## src/rtl/sp_mem_arb.sv

```systemverilog
// Two-port round-robin arbiter in front of a single-port SRAM wrapper.
// After reset it can zero-fill the whole SRAM before it starts accepting requests.
module sp_mem_arb #(
    parameter int DW        = 32,
    parameter int AW        = 10,
    parameter int INIT_ZERO = 1
) (
    input  logic            clk,
    input  logic            rst_i,
    input  logic            p0_req_i,
    output logic            p0_gnt_o,
    input  logic [AW-1:0]   p0_addr_i,
    input  logic            p0_we_i,
    input  logic [DW/8-1:0] p0_be_i,
    input  logic [DW-1:0]   p0_wdata_i,
    output logic            p0_rvalid_o,
    output logic [DW-1:0]   p0_rdata_o,
    input  logic            p1_req_i,
    output logic            p1_gnt_o,
    input  logic [AW-1:0]   p1_addr_i,
    input  logic            p1_we_i,
    input  logic [DW/8-1:0] p1_be_i,
    input  logic [DW-1:0]   p1_wdata_i,
    output logic            p1_rvalid_o,
    output logic [DW-1:0]   p1_rdata_o,
    output logic            mem_en_o,
    output logic            mem_we_o,
    output logic [AW-1:0]   mem_addr_o,
    output logic [DW/8-1:0] mem_be_o,
    output logic [DW-1:0]   mem_wdata_o,
    input  logic [DW-1:0]   mem_rdata_i,
    output logic            init_done_o
);
    localparam logic [0:0] ST_INIT = 1'b0;
    localparam logic [0:0] ST_RUN  = 1'b1;
    localparam logic [0:0] ST_RST  = (INIT_ZERO != 0) ? ST_INIT : ST_RUN;

    logic [0:0]    r_state;
    logic [AW-1:0] r_cnt;
    logic          r_rr;
    logic          r_rv0, r_rv1, r_rd0, r_rd1;

    logic w_run, w_init, w_g0, w_g1, w_last;

    // Everything that can touch the SRAM is gated by reset so nothing is enabled while it is held.
    assign w_run  = (r_state == ST_RUN)  && !rst_i;
    assign w_init = (r_state == ST_INIT) && !rst_i;
    assign w_g0   = w_run && p0_req_i && (!p1_req_i || !r_rr);
    assign w_g1   = w_run && p1_req_i && !w_g0;
    assign w_last = (r_cnt == {AW{1'b1}});

    always_ff @(posedge clk or posedge rst_i) begin
        if (rst_i) begin
            r_state <= ST_RST;
            r_cnt   <= '0;
            r_rr    <= 1'b0;
            r_rv0   <= 1'b0;
            r_rv1   <= 1'b0;
            r_rd0   <= 1'b0;
            r_rd1   <= 1'b0;
        end else begin
            // The counter parks on the last address rather than wrapping.
            if (r_state == ST_INIT) begin
                if (w_last) r_state <= ST_RUN;
                else        r_cnt   <= r_cnt + 1'b1;
            end
            if (w_g0)      r_rr <= 1'b1;
            else if (w_g1) r_rr <= 1'b0;
            r_rv0 <= w_g0;
            r_rv1 <= w_g1;
            r_rd0 <= w_g0 && !p0_we_i;
            r_rd1 <= w_g1 && !p1_we_i;
        end
    end

    always_comb begin
        mem_en_o    = 1'b0;
        mem_we_o    = 1'b0;
        mem_addr_o  = '0;
        mem_be_o    = '0;
        mem_wdata_o = '0;
        if (w_init) begin
            mem_en_o   = 1'b1;
            mem_we_o   = 1'b1;
            mem_addr_o = r_cnt;
            mem_be_o   = '1;
        end else if (w_g0) begin
            mem_en_o    = 1'b1;
            mem_we_o    = p0_we_i;
            mem_addr_o  = p0_addr_i;
            mem_be_o    = p0_be_i;
            mem_wdata_o = p0_wdata_i;
        end else if (w_g1) begin
            mem_en_o    = 1'b1;
            mem_we_o    = p1_we_i;
            mem_addr_o  = p1_addr_i;
            mem_be_o    = p1_be_i;
            mem_wdata_o = p1_wdata_i;
        end
    end

    assign p0_gnt_o    = w_g0;
    assign p1_gnt_o    = w_g1;
    assign p0_rvalid_o = r_rv0;
    assign p1_rvalid_o = r_rv1;
    assign p0_rdata_o  = (r_rv0 && r_rd0) ? mem_rdata_i : '0;
    assign p1_rdata_o  = (r_rv1 && r_rd1) ? mem_rdata_i : '0;
    assign init_done_o = (r_state == ST_RUN);
endmodule

```

## config.mk

```make
export PLATFORM = sky130hd
export DESIGN_NAME = sp_mem_arb
export DESIGN_NICKNAME = d
export VERILOG_FILES = /design/src/rtl/sp_mem_arb.sv
export SDC_FILE = /design/constraint.sdc
export NUM_CORES = 1
export LEC_CHECK = 0
export BUFFER_PORTS_ARGS = -buffer_cell sky130_fd_sc_hd__buf_2
export CORE_AREA = 10 10 86 88
export CTS_BUF_LIST = sky130_fd_sc_hd__clkbuf_8
export DETAILED_ROUTE_END_ITERATION = 10
export DIE_AREA = 0 0 96 98
export PLACE_DENSITY = 0.79
export SYNTH_ARGS = -nofsm -noshare
export SYNTH_HDL_FRONTEND = slang
export SYNTH_SLANG_ARGS = --single-unit
export TNS_END_PERCENT = 50
```

## constraint.sdc

```tcl
create_clock -name clk -period 3.35 [get_ports clk]
set_clock_uncertainty 0.1 [all_clocks]
set_input_delay 0.67 -clock clk [delete_from_list [all_inputs] [get_ports clk]]
set_output_delay 0.67 -clock clk [all_outputs]
set_load 0.01 [all_outputs]
```

# After elaboration in Yosys (flattened, before gate mapping)
# Cells that the tools add are included.
classes:
  muxes: 21
  n_bitwise: 2
  n_eq_ne: 1
  n_reduce_logical: 19
  add_sub_neg: 1
ops:
  columns: ["op", "count"]
  rows:
  - ["$mux 32", 5]
  - ["$mux 10", 3]
  - ["$mux 4", 3]
  - ["$add 10x1->10 const B", 1]
  - ["$eq 10x10->1 const B", 1]
  - ["$logic_and 1x1->1", 10]
  - ["$mux 1", 10]
  - ["$logic_not 1->1", 6]
  - ["$not 1->1", 2]
  - ["$reduce_and 2->1", 1]
  - ["$reduce_bool 2->1", 1]
  - ["$logic_or 1x1->1", 1]
totals:
  in_bits: 130
  register_bits: 16
  out_inout_bits: 117

# Depth between registers and ports, before layout
logic_depth:
  depth_word: 9
  ltp_mapped: 6

# Worst setup path before layout
# Ideal clock, no wire load.
synth_timing:
  path_kind: "input port to output port"
  start: "input port rst_i"
  end: "output port mem_wdata_o[13]"
  t_required_ns: 2.580
  arrival_ns: 1.434
  stages: 5
  setup_slack_ns: 1.146
  path_buffers: 2
  path_cell_list: "nand3b_4 -> a21oi_2 -> buf_4 -> buf_4 -> a22o_1"
synth_via:
  elab_chain_len: 9
  word_cells_on_any_way: 11
  classes_between: "3 x mux; 8 x reduce/logical"
synth_lines:
  columns: ["item", "line_no", "text"]
  rows:
  - ["from (decl)", "9", "input logic rst_i,"]
  - ["$logic_not 1->1 (no line) *", null, null]
  - ["$logic_and 1x1->1", "46", "assign w_run = (r_state == ST_RUN) && !rst_i;"]
  - ["$logic_and 1x1->1 (2 in series)", "48", "assign w_g0 = w_run && p0_req_i && (!p1_req_i || !r_rr);"]
  - ["$logic_not 1->1", "49", "assign w_g1 = w_run && p1_req_i && !w_g0;"]
  - ["$logic_and 1x1->1", "49", null]
  - ["$mux 32", "93", "end else if (w_g1) begin"]
  - ["$mux 32", "87", "end else if (w_g0) begin"]
  - ["$mux 32 *", "82", "if (w_init) begin"]
  - ["to (decl)", "30", "output logic [DW-1:0] mem_wdata_o,"]
# Every way passes the cells marked *; elsewhere a longest branch is shown, timed or not.

# Worst setup path in the final report
layout_timing:
  start: "register r_state, in the netlist init_done_o"
  end: "output port mem_wdata_o[22]"
layout_via:
  elab_chain_len: 8
  word_cells_on_any_way: 11
  classes_between: "3 x mux; 1 x bitwise; 7 x reduce/logical"
layout_lines:
  columns: ["item", "line_no", "text"]
  rows:
  - ["from (decl)", "38", "logic [0:0] r_state;"]
  - ["from (signal assigned)", "54", "r_state <= ST_RST;"]
  - ["from (signal assigned)", "64", "if (w_last) r_state <= ST_RUN;"]
  - ["$logic_and 1x1->1", "46", null]
  - ["$logic_and 1x1->1 (2 in series)", "48", null]
  - ["$logic_not 1->1", "49", null]
  - ["$logic_and 1x1->1", "49", null]
  - ["$mux 32", "93", null]
  - ["$mux 32", "87", null]
  - ["$mux 32 *", "82", null]
# Marked as above.

==> impl_metrics.ini <==
[power_and_ir_drop]
p_comb_share_pct = 22.3
power_frac_seq_pct = 41.0
ir_worst_vdd_mv = 0.2111
swShare_pct = 23.56
p_clk_share_pct = 36.6
p_sw_uw = 110.9
intPower_uw = 359.8
p_leak_nw = 2.176
power_density_mw_per_mm2 = 151.7
design_power_total_uw = 470.7

[logic_synthesis]
syn_avg_cell_area_um2 = 8.481
synth.distinct_cells = 35
syn-instance-count = 212
ys.flop_type = dfrtp_1
syn-num-nets = 343
yosysWarnings = 0
synth-seq-cells = 16
syn_area_mm2 = 0.001798
synth-seq-area-share_pct = 22.27
async_flop_share_pct = 100.0
synth_edf_count = 0

[floorplan]
die_y_um = 98
start_util_pct = 31.29
core-area_mm2 = 0.005746
io_pins = 247
rows = 28
die-area_mm2 = 0.009408
die_w_um = 96

[finish]
stdcell_count = 514
final_cell_mix = buf_2 (246), and3_1 (67), a22o_1 (32)
fin_nets = 571
drive_gt1_share_pct = 59.23
fillers = 569
antenna_cells = 0
layout.cells.most_common = buf_2
layout-area-overhead-vs-synth_pct = 72.58

[setup_path]
path_cells = nand3b_4 > a21oi_4 > buf_12 > a22o_1 > buf_2
critPathTopFamily = flip-flops
cp.required_ns = 2.58
crit_path_end_kind = primary output
crit_arrival_ns = 1.96
crit_path_max_fanout = 35
critPathLaunchType = register
worstSetupPathType = register to primary output
r2r_slack_ns = 1.53
max_stage_delay_ns = 0.59
critical_path.slowest_cell = dfrtp_1
critPathBufInv = 2

[timing]
finalCriticalPeriod_ns = 2.729
drv_slew = 0
min_period_over_period_pct = 81.47
clock.fmax_ghz = 0.3664
tightest_slew_ns = 0.8114
slew_headroom_pct = 45.91
setup_viol = 0
setup_tns_ns = 0
finalHoldViolCount = 0
rsz0062_at_grt = no

[route]
routed_wl_mm = 10.57
detail_route.iter0.violations = 98
drc = 0
post_drt_via_cell_ratio = 5.267
drtPass1Iterations = 4
wl_per_cell_um = 20.56
vias = 2707
ant_nets = 0

[placement]
place_hpwl_mm = 8.992
gp_congestion = 0.8928
port_buffers = 246
place_inst = 510

[worst_hold_path]
hp-class = primary input to async pin

[clocking]
root_buffer = clkbuf_8
clk_latency_ns = 0.25
post_cts_buffers = 0
cts_hold_buf = 0
cts_buffer_depth = 2
cts.clk_slew.worst_paths_ns = 0.06
htreeDepth = 1
post_cts_resize_count = 0
numCtsBuffers = 3
cts_tree = done
clock_sinks = 16

[job]
maxCapViolCount = 0

[global_routing]
overflow = 0
grt_max_degree = 36
grt_pass1_vias = 2468
groute.usage.overall_pct = 19.88
grt_pass1_wl_mm = 15.01
antenna_found_initial = 0

[outcome]
outcome = finished, final reports clean
metrics by stage:
stage               worst slack, ns  utilization (%)  hold slack, ns  cell area (um2)
floorplan                     1.146                -          0.3932             1798
global placement             0.6457            53.05          0.4198             3048
detailed placement           0.6200            53.05          0.4304             3048
CTS                          0.6089            54.01          0.4392             3103
global route                 0.4717            54.01          0.4790             3103
finish                       0.6208            54.01          0.4407             3103
routing by layer:
layer  track usage [%]  vias up  part of all wire, %
li1                  -     1282                    -
met1             23.54     1262                   37
met2             35.78      151                   52
met3             3.522       12                  9.2
met4             3.973        0                  1.5
met5                 0        -                    0
synth_stat cells (2+ instances only):
cell,n,area [um2]
xor2_1,2,17.52
nand3_1,6,30.03
a21oi_1,3,15.01
and3_1,67,419.2
buf_4,3,22.52
o21ai_0,2,10.01
nor2_1,2,7.510
a22o_1,32,280.3
and2_1,9,56.30
clkbuf_1,12,45.04
nand2_1,3,11.26
or3_1,2,12.51
nand3b_4,2,40.04
nor2b_1,3,18.77
buf_6,2,22.52
a221o_1,15,150.1
inv_1,5,18.77
dfrtp_1,16,400.4
xnor2_1,2,17.52
a21oi_2,2,17.52
buf_2,8,40.04
sequential cells by signal, indices dropped and copies added, names as in the netlist:
signal / count
r_rr: 1
r_rd0: 1
r_cnt: 10
r_rd1: 1
p0_rvalid_o: 1
init_done_o: 1
p1_rvalid_o: 1
worst paths after layout:
check,cells past startpoint,endpoint,from
hold / removal,2,r_rr,rst_i
hold reg to reg,1,r_cnt[7],r_cnt[7]
min in group clk,1,r_cnt[7],r_cnt[7]
setup reg to reg,4,r_cnt[1],r_cnt[0]
max in group asynchronous,2,r_cnt[4],rst_i
setup / recovery,5,mem_wdata_o[22],init_done_o
layout make-up:
class / instances / area (um2) / area share, %
inverters: 5 / 18.77 / 0.6048
clock buffers: 4 / 55.05 / 1.774
well taps: 75 / 93.84 / 3.024
repair buffers: 248 / 1271 / 40.97
flip-flops and latches: 16 / 400.4 / 12.90
multi-input cells: 166 / 1264 / 40.73
worst register-to-register path, delay by kind of cell, from the launching register on:
| kind | cells | cell delay, ns |
|---|---|---|
| AOI/OAI and AO/OA | 1 | 0.29 |
| muxes | 1 | 0.36 |
| adders and majority gates | 1 | 0.26 |
| and+or+nand+nor | 1 | 0.25 |
| DFF | 1 | 0.45 |
power groups by stage:
stage                     clock [mW]  combinational, mW  sequential (mW)
after floorplan                    0             0.0164            0.197
after global placement             0              0.103            0.197
after detailed placement           0              0.104            0.197
after CTS                      0.175              0.105            0.193
after global routing           0.187              0.115            0.193
final                          0.172              0.105            0.193
logic make-up after synthesis:
family / Yosys count / synth area share [%]
buffers and inverters: 30 / 8.281
adder cells (fa/ha/maj): 1 / 0.6958
flip-flops: 16 / 22.27
AO/OA/AOI/OAI: 58 / 28.39
XOR/XNOR: 4 / 1.949
AND/OR/NAND/NOR: 101 / 37.23
multiplexers: 2 / 1.183
No activity file was read; power rests on OpenSTA's default activity.
